$ cat src/rtl/key_entry_disp.sv
// Keypad entry buffer and multiplexed 7-segment display driver.
// Turns scanner key events into a BCD entry that is latched on ENTER.
module key_entry_disp #(
  parameter int unsigned N_DIG = 4
) (
  input  logic               clk,
  input  logic               rst,
  input  logic               pls1k,
  input  logic               nkpls,
  input  logic [4:0]         nkv,
  output logic [6:0]         seg,
  output logic [N_DIG-1:0]   dig_sel,
  output logic [4*N_DIG-1:0] val_out,
  output logic               val_vld,
  output logic               err,
  output logic [3:0]         dig_cnt
);

  localparam int unsigned PW = $clog2(N_DIG);
  localparam int unsigned BW = 4 * N_DIG;

  typedef enum logic [2:0] {
    KeyNone,
    KeyDigit,
    KeyClr,
    KeyDel,
    KeyEnter,
    KeyError
  } key_e;

  logic          np0, np1;
  logic          q0, q1;
  logic          key_ev;
  logic          disp_adv;
  logic [BW-1:0] buf_q;
  logic [PW-1:0] dptr_q;
  logic [PW-1:0] dptr_nxt;
  key_e          key_kind;
  logic [3:0]    key_dig;
  logic [3:0]    nib;
  logic [6:0]    glyph;

  function automatic logic [6:0] bcd_seg(input logic [3:0] d);
    logic [6:0] s;
    case (d)
      4'd0:    s = 7'h40;
      4'd1:    s = 7'h79;
      4'd2:    s = 7'h24;
      4'd3:    s = 7'h30;
      4'd4:    s = 7'h19;
      4'd5:    s = 7'h12;
      4'd6:    s = 7'h02;
      4'd7:    s = 7'h78;
      4'd8:    s = 7'h00;
      4'd9:    s = 7'h10;
      default: s = 7'h7F;
    endcase
    return s;
  endfunction

  assign key_ev   = np0 & ~np1;
  assign disp_adv = q0 & ~q1;

  always_comb begin
    key_kind = KeyNone;
    key_dig  = 4'h0;
    case (nkv)
      5'd1, 5'd2, 5'd3, 5'd4, 5'd5, 5'd6, 5'd7, 5'd8, 5'd9: begin
        key_kind = KeyDigit;
        key_dig  = nkv[3:0];
      end
      5'd10:   key_kind = KeyDigit;
      5'd11:   key_kind = KeyClr;
      5'd12:   key_kind = KeyDel;
      5'd13:   key_kind = KeyEnter;
      5'd31:   key_kind = KeyError;
      default: key_kind = KeyNone;
    endcase
  end

  always_ff @(posedge clk or negedge rst) begin
    if (!rst) begin
      np0     <= 1'b0;
      np1     <= 1'b0;
      buf_q   <= '0;
      dig_cnt <= 4'd0;
      val_out <= '0;
      val_vld <= 1'b0;
      err     <= 1'b0;
    end else begin
      np0     <= nkpls;
      np1     <= np0;
      val_vld <= 1'b0;
      if (key_ev) begin
        case (key_kind)
          KeyDigit: begin
            // A full buffer silently drops further digits.
            if (dig_cnt < 4'(N_DIG)) begin
              buf_q   <= {buf_q[BW-5:0], key_dig};
              dig_cnt <= dig_cnt + 4'd1;
            end
            err <= 1'b0;
          end
          KeyClr: begin
            buf_q   <= '0;
            dig_cnt <= 4'd0;
            err     <= 1'b0;
          end
          KeyDel: begin
            if (dig_cnt != 4'd0) begin
              buf_q   <= {4'h0, buf_q[BW-1:4]};
              dig_cnt <= dig_cnt - 4'd1;
            end
            err <= 1'b0;
          end
          KeyEnter: begin
            val_out <= buf_q;
            val_vld <= 1'b1;
            buf_q   <= '0;
            dig_cnt <= 4'd0;
            err     <= 1'b0;
          end
          KeyError: begin
            err     <= 1'b1;
            buf_q   <= '0;
            dig_cnt <= 4'd0;
          end
          default: ;
        endcase
      end
    end
  end

  // Glyph is computed for the position being advanced to, so seg and
  // dig_sel change together on the advance clock.
  always_comb begin
    dptr_nxt = (dptr_q == PW'(N_DIG - 1)) ? '0 : dptr_q + PW'(1);
    nib      = buf_q[{dptr_nxt, 2'b00} +: 4];
    if (err) begin
      glyph = (dptr_nxt == '0) ? 7'h06 : 7'h7F;
    end else if (dig_cnt == 4'd0) begin
      glyph = (dptr_nxt == '0) ? bcd_seg(4'd0) : 7'h7F;
    end else if (4'(dptr_nxt) < dig_cnt) begin
      glyph = bcd_seg(nib);
    end else begin
      glyph = 7'h7F;
    end
  end

  always_ff @(posedge clk or negedge rst) begin
    if (!rst) begin
      q0      <= 1'b0;
      q1      <= 1'b0;
      dptr_q  <= '0;
      seg     <= 7'h7F;
      dig_sel <= '1;
    end else begin
      q0 <= pls1k;
      q1 <= q0;
      if (disp_adv) begin
        dptr_q  <= dptr_nxt;
        dig_sel <= ~(N_DIG'(1) << dptr_nxt);
        seg     <= glyph;
      end
    end
  end

endmodule

$ cat config.mk
export PLATFORM = sky130hd
export DESIGN_NAME = key_entry_disp
export DESIGN_NICKNAME = d
export VERILOG_FILES = /design/src/rtl/key_entry_disp.sv
export SDC_FILE = /design/constraint.sdc
export NUM_CORES = 1
export LEC_CHECK = 0
export ABC_AREA = 1
export ABC_CLOCK_PERIOD_IN_PS = 5600
export CORE_MARGIN = 3
export CORE_UTILIZATION = 53
export CTS_CLUSTER_DIAMETER = 30
export DETAILED_ROUTE_END_ITERATION = 12
export GPL_TIMING_DRIVEN = 0
export PLACE_DENSITY_LB_ADDON = 0.08
export SYNTH_ARGS = -nofsm -noshare
export SYNTH_HDL_FRONTEND = slang
export SYNTH_SLANG_ARGS = --single-unit
$ cat constraint.sdc
create_clock -name clk -period 5.6 [get_ports clk]
set_input_delay 0.56 -clock clk [delete_from_list [all_inputs] [get_ports clk]]
set_output_delay 0.56 -clock clk [all_outputs]
set_load 0.02 [all_outputs]
[Word level (Yosys, flattened, before mapping)]
Memories as Yosys holds them, arrays and structs flattened.
Index checks and enable logic that the tools add are counted.
Word-level totals
  bits in registers: 55
  ROM bits: 112
  input port bits: 9
  output and inout bits: 33
  logic and storage cells: 76
  memories: 1
Cells by class
  add/sub/neg operators: 3
  $lt $le $gt $ge: 2
  eq/ne operators: 22
  shift operators: 2
  muxes and demuxes: 17
  bitwise operators: 5
  reductions and logical operators: 12
Memories
  (name not given): depth 16, width 7, read ports 1, clocked after Yosys merged registers in 0, write ports 0, line 45  | case (d)
Operator list (number)
  $pmux 16 s3: 1
  $mux 16: 2
  $eq 5x4->1 const B: 6
  $mux 7: 4
  $eq 5x3->1 const B: 4
  $shiftx 16x5->4: 1
  $pmux 3 s5: 1
  $mux 4: 3
  $pmux 4 s3: 1
  $eq 5x2->1 const B: 2
  $reduce_or 10->1: 1
  $reduce_or 9->1: 1
  $eq 3x2->1 const B: 2
  $eq 3x3->1 const B: 2
  $mux 6: 1
  $eq 5x1->1 const B: 1
  $eq 5x5->1 const B: 1
  $add 4x1->4 const B: 1
  $logic_not 4->1: 1
  $lt 2x4->1: 1
  $lt 4x3->1 const B: 1
  $ne 2x2->1 const B: 2
  $not 4->4: 1
  $reduce_and 2->1: 2
  17 further kinds: 20

[Logic depth before layout (Yosys ltp)]
  word-level depth: 7
  mapped depth: 14
  gate-level depth less buffers: 13

[Worst setup path after synthesis]
No wires, ideal clock.
  path type: input-to-reg
  from: in nkv[2]
  to: reg dig_cnt[3]
  library setup time: 65 ps
  arrival: 1978 ps
  required time: 5535 ps
  slack: 3557 ps
  stages: 13
  buffers on the path: 0
  cells stage by stage: nand2_1 > inv_2 > nand3_2 > clkinv_1 > ha_1 > a21o_1 > a21oi_1 > inv_1 > nand2_1 > nand2_1 > nor2_1 > nand3_1 > nand2_1
Between the ends
  cells in the longest elaborated chain, start to end: 7
  elaborated cells on any way between the ends: 27
  classes of those cells: eq/ne (21); mux (2); reduce/logical (4)
Ends and longest elaborated chain
  from (decl): line 10  | input logic [4:0] nkv,
  $eq 5x4->1, or another cell as far along: line 67  | case (nkv)
  $reduce_or 10->1 (no source line)
  $pmux 3 s5 *: line 67
  $eq 3x3->1 or $eq 3x2->1 (tied branches): line 95  | case (key_kind)
  $reduce_or 3->1 (no source line)
  $reduce_bool 3->1 (no source line)
  $reduce_and 4->1 (no source line)
  to (signal assigned): line 100  | dig_cnt <= dig_cnt + 4'd1;
  to (signal assigned): line 112  | dig_cnt <= dig_cnt - 4'd1;
  to (decl): line 16  | output logic [3:0] dig_cnt
Mark *: on every way between the ends. The rest lies on a longest branch, timed or not.
A chain may end at the register's enable or synchronous reset.

[Worst setup path in the final report]
Ends and elaborated chain as after synthesis.

==> flow_summary_export.csv <==
group,metric,value,unit
route,vias_per_cell,5.24,
logic_synthesis,synth_fp_nets,408,
pwr,power.internal,0.000995,W
global_routing,antenna_found_initial,0,
pwr,swShare,43.3,%
sta,setup_viol,0,
setup_path,crit_top_cell,"nand2_1",
setup_path,crit_arrival,2.86,ns
clocking,cts_buffer_depth,2,
setup_path,cp_slowest_cell,"clkdlybuf4s50_1",
flow_run,drv_cap,0,
route,dr.first_iter.drc_count,152,
layout,area_delta_synth_final,21.2,%
pwr,comb_power_share,49.9,%
placed_design,pre_cts_slack,2.69,ns
global_routing,grt_use_total,22.8,%
sta,rsz0062_at_grt,"false",
sta,max_freq,0.385,GHz
sta,hold_violations,0,
global_routing,grt_overflow,0,
route,finalWirelength,6640,um
logic_synthesis,synthSimpleGateAreaFrac,28.5,%
floorplan,initial_core_util,56.2,%
logic_synthesis,yosysSeqAreaShare,46.9,%
logic_synthesis,synth_largest_area_cell,"dfrtp_1",
pwr,power.share.sequential,34.6,%
sta,finalSetupTns,0,ns
layout,final_cells,506,
layout,final_util,68.2,%
placed_design,routabilityCongestion,0.853,
logic_synthesis,avgSynthCellArea,7.68,sq um
sta,maxSlewHeadroom,55.8,%
logic_synthesis,synth.distinct_cells,29,
global_routing,grt_pass1_wl,11700,um
route,vias,2650,
global_routing,grt_busiest_layer,"met2",
clocking,clk_latency,0.32,ns
clocking,h-tree-depth,2,
layout,drive_gt1_share,10.1,%
sta,finalCriticalPeriod,2.59,ns
logic_synthesis,ys_ff_latch,55,
logic_synthesis,synthMuxAreaShare,0,%
setup_path,crit_path_start_kind,"input port",
clocking,cts_root_buf,"clkbuf_8",
layout,n_antenna_cell,0,
pwr,peakVddDrop,0.000326,V
global_routing,grt_use_met1,30.9,%
route,first_pass_iters,4,
pwr,power_density,488,mW/mm^2
logic_synthesis,syn-cell-area,0.00296,sq mm
sta,post-route-period-util,46.3,%
clocking,hold_buffers,0,
setup_path,cp-end-kind,"flip-flop",
logic_synthesis,ys_top_cells_by_area,"dfrtp_1 37%, nand2_1 17%, dfstp_2 9.8%",
setup_path,crit_fanout,11,
pwr,pwr-share-clk,15.5,%
pwr,switchingPower,0.000759,W
global_routing,grt_pass1_vias,2510,
global_routing,gr-usage-met3,4.10,%
setup_path,cp_cell_sequence,"clkdlybuf4s50_1 -> nand2_1 -> inv_2 -> nand3_2 -> clkinv_1 -> ha_1 -> a21o_1 -> a21oi_1 -> inv_1 -> nand2_1 -> nand2_1 -> nor2_1 -> nand3_1 -> nand2_1",
clocking,post_cts_resized,0,
sta,drv_slew,0,
layout,final_nets,457,
placed_design,portBuffers,41,
sta,clock_skew,0.0126,ns
placed_design,post-place-cells,498,
logic_synthesis,synth_top_family_by_area,"simple AND/OR/NAND/NOR gates",
run_status,status,"finished, final reports clean",
logic_synthesis,synth-xor-area-share,0.296,%
setup_path,cp.required,5.86,ns
layout,layout_commonest_cell,"nand2_1",
logic_synthesis,ys_warn_count,0,
floorplan,die_h,80.8,um
clocking,clkTransAtPathRegs,0.11,ns
placed_design,dp_hpwl,4960,um
setup_path,slowest_delay,0.49,ns
layout,final_cell_mix,"135 x nand2_1, 44 x dfrtp_1, 40 x inv_1, 40 x clkdlybuf4s50_1, 34 x o21ai_0",
clocking,numCtsBuffers,5,
floorplan,core-area,0.00527,sq mm
sta,setup_ws,3.01,ns
min_path,hold_path_class,"in2async",
pwr,power,0.00175,W
route,drtAntennaViolNets,0,
logic_synthesis,synth_cells,386,
global_routing,grt_max_degree,41,
logic_synthesis,synth_compound_gate_area_share,10.1,%
clocking,cts_setup_buffers,0,
pwr,leakagePower,1.81,nW
floorplan,dieWidth,80.8,um
floorplan,row_count,26,
setup_path,crit_type,"in2reg",
route,drc,0,
clocking,cts_sinks,55,
floorplan,die_area,0.00652,sq mm
logic_synthesis,synthDominantCellAreaShare,37.2,%
logic_synthesis,synthAdderAreaFrac,5.74,%
global_routing,grtUsageMet2,38.1,%
clocking,cts_tree,"built",
route,routedWlPerCell,13.1,um
floorplan,num_io_pins,42,
sta,worstMarginPinSlew,0.660,ns
## sequential cells by signal (all words and copies together) (netlist names)
signal,cells
buf_q,16
val_out,16
err,1
dig_sel,4
dptr_q,2
seg,7
q1,1
val_vld,1
dig_cnt,4
q0,1
np0,1
np1,1
## critical path, delay by kind of cell
family	cells	cell delay, ns
buf+inv	4	0.96
simple gates	7	0.61
compound gates	2	0.34
fa+ha+maj	1	0.39
## logic make-up after synthesis
family / after synthesis
AO/OA/AOI/OAI: 57
flip-flops: 55
adder cells (fa/ha/maj): 13
AND/OR/NAND/NOR: 202
buffers and inverters: 58
XOR/XNOR: 1
## cell usage after synthesis
library cell	count
a21o_1	1
a21oi_1	10
a21oi_2	1
buf_2	5
buf_4	3
buf_6	2
clkbuf_1	2
clkinv_1	1
dfrtp_1	44
dfstp_2	11
fa_1	1
ha_1	12
inv_1	40
inv_2	5
nand2_1	135
nand2_2	1
nand3_1	32
nand3_2	2
nand3b_1	2
nor2_1	24
nor2_2	2
nor2_4	2
nor3_1	2
o211ai_1	2
o21ai_0	34
o21ai_1	7
o21bai_1	1
o22ai_1	1
xor2_1	1
## power groups by stage
stage | clock (W) | sequential (W) | combinational (W)
final | 0.000272 | 0.000607 | 0.000875
after global routing | 0.000292 | 0.000623 | 0.00101
after CTS | 0.000277 | 0.000607 | 0.000875
after detailed placement | 0 | 0.000614 | 0.000869
after global placement | 0 | 0.000611 | 0.000843
after floorplan | 0 | 0.000677 | 0.000516
## cell type report
cell class              count  area [sq um]
clock buffers               5          68.8
plain buffers              12          77.6
fillers                   467          1680
well taps                  70          87.6
repair buffers             42           425
flip-flops and latches     55          1390
multi-input cells         273          1320
inverters                  46           173
clock inverters             3          47.5
## stage by stage
step                area, sq um  hold WS, ns
CTS                        3590        0.147
floorplan                  2960        0.264
detailed placement         3480        0.361
finish                     3590        0.137
global placement           3460        0.358
global route               3590        0.147
## per-layer routing
metal,share of wire (%),up-vias
met2,48,69
met4,1.4,0
li1,-,1321
met3,4.6,10
met1,46,1250
met5,0,-
## path summary, 6_finish.rpt
kind	to	slack, ns	depth (start not counted)	start
setup / recovery	dig_cnt[3]	3.01	14	nkv[2]
hold / removal	val_out[4]	0.14	1	rst
setup reg to reg	seg[6]	3.17	13	dptr_q[0]
hold reg to reg	q1	0.38	0	q0
max in group asynchronous	dig_sel[1]	4.85	2	rst
min in group clk	q1	0.38	0	q0
No activity file was read; power rests on OpenSTA's default activity.
==> RTL edit 1: new RTL, same flow settings <==
Set the parameter `N_DIG` to 8 (it was 4).
--- a/src/rtl/key_entry_disp.sv
+++ b/src/rtl/key_entry_disp.sv
@@ -3,3 +3,3 @@
 module key_entry_disp #(
-  parameter int unsigned N_DIG = 4
+  parameter int unsigned N_DIG = 8
 ) (
Ports: changed (resized dig_sel and val_out); port bits go from 42 to 62. The function was not compared with the original's and may differ.
==> RTL edit 1 against the original RTL <==
- setup slack worse by 0.45 ns
- synthesized area is 57% higher
- total power is 77% higher
- clock power is 91% higher
- final area is 57% higher
- via count is 49% higher
- routed wire length is 68% higher
- combinational power is 77% higher
- worst hold slack worse by 0.024 ns
- sequential cell count is 37 higher
- largest power group unchanged
==> RTL edit 1: results (changes against the original RTL) <==
- Worst-Skew Late Latency: 0.37 ns (was 0.32 ns)
- Largest regs: buf_q: 32 flops, val_out: 32 flops, dig_sel: 8 flops (was buf_q: 16 flops, val_out: 16 flops, seg: 7 flops)
- Synth area leaders: dfrtp_1 (41%), nand2_1 (9.4%), dfstp_2 (8.5%), o21ai_0 (5.2%), inv_1 (4.6%) (was dfrtp_1 (37%), nand2_1 (17%), dfstp_2 (9.8%), o21ai_0 (5.7%), nand3_1 (5.4%))
- Max FO, Critical Path: 10 (was 11)
- Post-synthesis sequential area ratio: 0.499 (was 0.469)
- Syn. warnings: 0 (unchanged)
- RePlAce Congestion: 0.915 (was 0.853)
- Pin count of the biggest net entering global routing: 61 (was 41)
- Vias in the first global route: 3832 (was 2510)
- Nets: 643 (was 457)
- Status: completed (unchanged)
- GRT Total Usage: 0.239 (was 0.228)
- Static Leak: 0.00271 uW (was 0.00181 uW)
- Share of post-route cells with drive strength above 1: 0.127 (was 0.101)
- Vias/cell: 5.43 (was 5.24)
- DRT Wirelength: 11200 um (was 6640 um)
- Commonest cells post-synth: nand2_1 (116), dfrtp_1 (77), inv_1 (57) (was nand2_1 (135), dfrtp_1 (44), inv_1 (40))
- VDD IR-drop max: 0.217 mV (was 0.326 mV)
- Clock skew: 0.0123 ns (was 0.0126 ns)
- Unique masters post-synth: 36 (was 29)
- Share of flip-flops with an asynchronous set or reset: 1.00 (unchanged)
- Relative slew slack: 0.592 (was 0.558)
- Total CTS buffers: 9 (was 5)
- H-tree Lvls: 3 (was 2)
- Pre-CTS WS: 2.59 ns (was 2.69 ns)
- First-pass GRT wire length: 18900 um (was 11700 um)
- Reg2reg path depth: 16 (was 13)
- Post-DP HPWL: 8040 um (was 4960 um)
- PortBufs: 61 (was 41)
- Worst path arrival time: 3.34 ns (was 2.86 ns)
- Drt pass-1 iters: 5 (was 4)
- Iteration-0 DRC count of the detailed router: 236 (was 152)
- Syn nets: 570 (was 408)
- ANT cells: 0 (unchanged)
- Total chip power: 3110 uW (was 1750 uW)
- Residual DRC: 0 (unchanged)
## RTL edit 1: cell types whose count changed after synthesis, moves of 16 or more
| cell | change |
|---|---|
| a21oi_1 | +16 |
| a21oi_2 | +16 |
| dfrtp_1 | +33 |
| inv_1 | +17 |
| nand2_1 | -19 |
| nor2_1 | +23 |
| o22ai_1 | +24 |
## RTL edit 1: worst paths after layout
path                            startpoint           to  slack, ns
worst max-delay path             dptr_q[0]       seg[5]       2.55
worst min-delay path                   rst  val_out[23]       0.11
worst max register to register   dptr_q[0]       seg[5]       2.55
worst min register to register          q0           q1       0.38
max in group asynchronous              rst   dig_cnt[3]       4.85
min in group clk                        q0           q1       0.38
## RTL edit 1: layer usage
| layer | vias up | wire [um] | track usage |
|---|---|---|---|
| li1 | 1931 | - | - |
| met1 | 1898 | 5080 | 0.327 |
| met2 | 107 | 5410 | 0.387 |
| met3 | 13 | 561 | 0.0547 |
| met4 | 0 | 131 | 0.0599 |
| met5 | - | 0 | 0 |
## RTL edit 1: metrics by stage
stage	std cells	hold slack [ns]	util	instance area (um2)
after floorplan	544	0.264	-	4650
final	727	0.113	0.674	5650
after detailed placement	711	0.361	0.646	5420
after global routing	727	0.127	0.674	5650
after CTS	727	0.136	0.674	5650
after global placement	710	0.358	0.643	5390
## RTL edit 1: cells by family (layout without fill, tap and decap cells)
group           count (synthesis)  after routing  share of synthesized area
compound gates                142            142                      0.186
xor+xnor                        3              3                    0.00565
fa+ha+maj                      17             17                     0.0474
simple gates                  201            201                      0.176
buf+inv                        89            167                     0.0851
flops                          92             92                      0.499
## RTL edit 1: worst max-delay path, cell delays in order (launching register included)
cell and delay, ns:
dfrtp_1 0.44, inv_2 0.08, ha_1 0.33, buf_2 0.23
inv_1 0.18, a21oi_1 0.15, o21ai_0 0.09, nand2_1 0.07
inv_1 0.03, o21ai_0 0.48, inv_1 0.15, ha_1 0.21
inv_1 0.05, nand3_1 0.09, and3_1 0.19, o21ai_1 0.14
nand2_1 0.07
## RTL edit 1: cell type report
class / instances / area (um2)
multi-input combinational: 363 / 1930
buffer: 26 / 159
clock inverter: 6 / 93.8
inverter: 63 / 236
timing repair buffer: 62 / 636
tap: 105 / 131
sequential: 92 / 2320
clock buffer: 10 / 138
fill: 726 / 2740
## RTL edit 1: power breakdown
group / total [uW] / internal [uW] / switching [uW] / leakage, uW
combinational: 1550 / 591 / 959 / 0.00151
clock: 519 / 269 / 250 / 0.000114
sequential: 1040 / 914 / 128 / 0.00109
total: 3110 / 1770 / 1340 / 0.00271
==> RTL edit 2: new RTL, same settings <==
Without the edit above. Add an input register stage for `pls1k`, `nkpls` and `nkv`; this delays them by one clock.
--- a/src/rtl/key_entry_disp.sv
+++ b/src/rtl/key_entry_disp.sv
@@ -29,2 +29,12 @@
   } key_e;
+
+  logic pls1k_q;
+  logic nkpls_q;
+  logic [4:0] nkv_q;
+
+  always_ff @(posedge clk) begin
+    pls1k_q <= pls1k;
+    nkpls_q <= nkpls;
+    nkv_q   <= nkv;
+  end
 
@@ -66,6 +76,6 @@
     key_dig  = 4'h0;
-    case (nkv)
+    case (nkv_q)
       5'd1, 5'd2, 5'd3, 5'd4, 5'd5, 5'd6, 5'd7, 5'd8, 5'd9: begin
         key_kind = KeyDigit;
-        key_dig  = nkv[3:0];
+        key_dig  = nkv_q[3:0];
       end
@@ -90,3 +100,3 @@
     end else begin
-      np0     <= nkpls;
+      np0     <= nkpls_q;
       np1     <= np0;
@@ -157,3 +167,3 @@
     end else begin
-      q0 <= pls1k;
+      q0 <= pls1k_q;
       q1 <= q0;
Check against the original RTL: not equivalent (a bounded check fails within 4 cycles, from zero or initial values and one cycle with rst low).
==> RTL edit 2 against the original RTL <==
- critical path depth fell by 3
- sequential share of layout area increased by 0.41 points
- sequential cell count grew 7
- total power grew 12%
- register-to-register slack better by 0.08 ns
- setup slack improved by 0.25 ns
- routed wire length rose by 9.1%
- synthesized area up 7.1%
- die area grew 6.5%
- worst hold slack improved by 0.089 ns
- clock skew fell by 0.00055 ns
- count of clock-buffer cells in the layout rose by 7
- final area increased by 8.9%
- highest routed layer unchanged
==> RTL edit 2: results (changes against the original RTL) <==
- Worst hold margin: 0.226 ns (was 0.137 ns)
- Drt pass-1 iters: 4 (unchanged)
- Worst-Skew Late Latency: 0.35 ns (was 0.32 ns)
- Comb group: 876 uW (was 875 uW)
- Worst path arrival time: 2.63 ns (was 2.86 ns)
- Startpoint types: flip-flop (was input pin)
- Static Leak: 0.00189 uW (was 0.00181 uW)
- Per-cell routed wire length: 14.0 um (was 13.1 um)
- Vias/cell: 5.36 (was 5.24)
- Max incr delay on CP: 0.45 ns (was 0.49 ns)
- Iteration-0 DRC count of the detailed router: 133 (was 152)
- R2R Setup Slk: 3.25 ns (was 3.17 ns)
- Pin count of the biggest net entering global routing: 29 (was 41)
- R2r startpoint: dptr_q[0] (unchanged)
- Synth Area in Adders: 0.0576 (was 0.0574)
- Post-CTS Setup Inserts: 0 (unchanged)
- Worst path top cell family by delay: adder cells (was buffers and inverters)
- Dpl cells: 500 (was 498)
- Slowest cell on the critical path: dfrtp_1 (was clkdlybuf4s50_1)
- GRT Total Usage: 0.226 (was 0.228)
- Hold WC Path Type: in -> async (unchanged)
- Share of flip-flops with an asynchronous set or reset: 0.887 (was 1.00)
- Met2 Track Usage GR: 0.364 (was 0.381)
- Area after DPL: 0.00369 mm2 (was 0.00348 mm2)
- Status: completed (unchanged)
- Max FO, Critical Path: 8 (was 11)
- Post-synthesis mux area share: 0 (unchanged)
- Vias: 2765 (was 2650)
- Nets: 462 (was 457)
- H-tree Lvls: 3 (was 2)
- Compound-cell area share of the yosys netlist: 0.122 (was 0.101)
- Share of post-route cells with drive strength above 1: 0.146 (was 0.101)
- Chip Width: 83.4 um (was 80.8 um)
- Clock skew: 0.0120 ns (was 0.0126 ns)
- Vias in the first global route: 2683 (was 2510)
- Commonest cells post-synth: nand2_1 (104), dfrtp_1 (44), inv_1 (38) (was nand2_1 (135), dfrtp_1 (44), inv_1 (40))
- Total CTS buffers: 9 (was 5)
- Pre-CTS WS: 3.26 ns (was 2.69 ns)
- Switching power: 793 uW (was 759 uW)
- R2r endpoint: seg[3] (was seg[6])
- Fillers: 461 (was 467)
- Syn nets: 409 (was 408)
- CTS clk-pin slew, worst paths: 0.07 ns (was 0.11 ns)
- M3 GR Usage: 0.0427 (was 0.0410)
- Unique masters post-synth: 34 (was 29)
- Average size of a mapped cell: 8.22 um2 (was 7.68 um2)
- Met3 wire length: 353 um (was 304 um)
- Post-synthesis sequential area ratio: 0.482 (was 0.469)
- VDD IR-drop max: 0.304 mV (was 0.326 mV)
- Metal1 wirelength: 3240 um (was 3060 um)
- First-pass GRT wire length: 12600 um (was 11700 um)
- Relative slew slack: 0.567 (was 0.558)
- Post-Synth XOR/XNOR Area: 0.00828 (was 0.00296)
RTL edit 2: cell count changes in the layout (fill, tap and decap cells not counted), sizes merged, moves of 2 or more:
cell,unedited run,this run
a21oi,11,8
clkbuf,7,17
dfxtp,0,7
inv,46,44
nand2,136,116
nand3,34,36
nand3b,2,0
nor3,2,4
o22ai,1,9
RTL edit 2: final cells by class:
class	instances	area, um2	share of cell area
repair buffers	42	425	0.109
plain buffers	14	87.6	0.0224
clock inverters	4	70.1	0.0179
clock buffers	12	155	0.0397
inverters	44	165	0.0422
flip-flops and latches	62	1530	0.391
multi-input cells	266	1390	0.355
well taps	72	90.1	0.0230
RTL edit 2: how the worst max path moves through the flow:
stage	cells past startpoint	end	slack [ns]
floorplan	12	seg[3]	3.61
global placement	1	q0	2.26
detailed placement	11	seg[3]	3.26
CTS	11	seg[3]	3.25
global route	11	seg[2]	3.04
finish	11	seg[3]	3.25
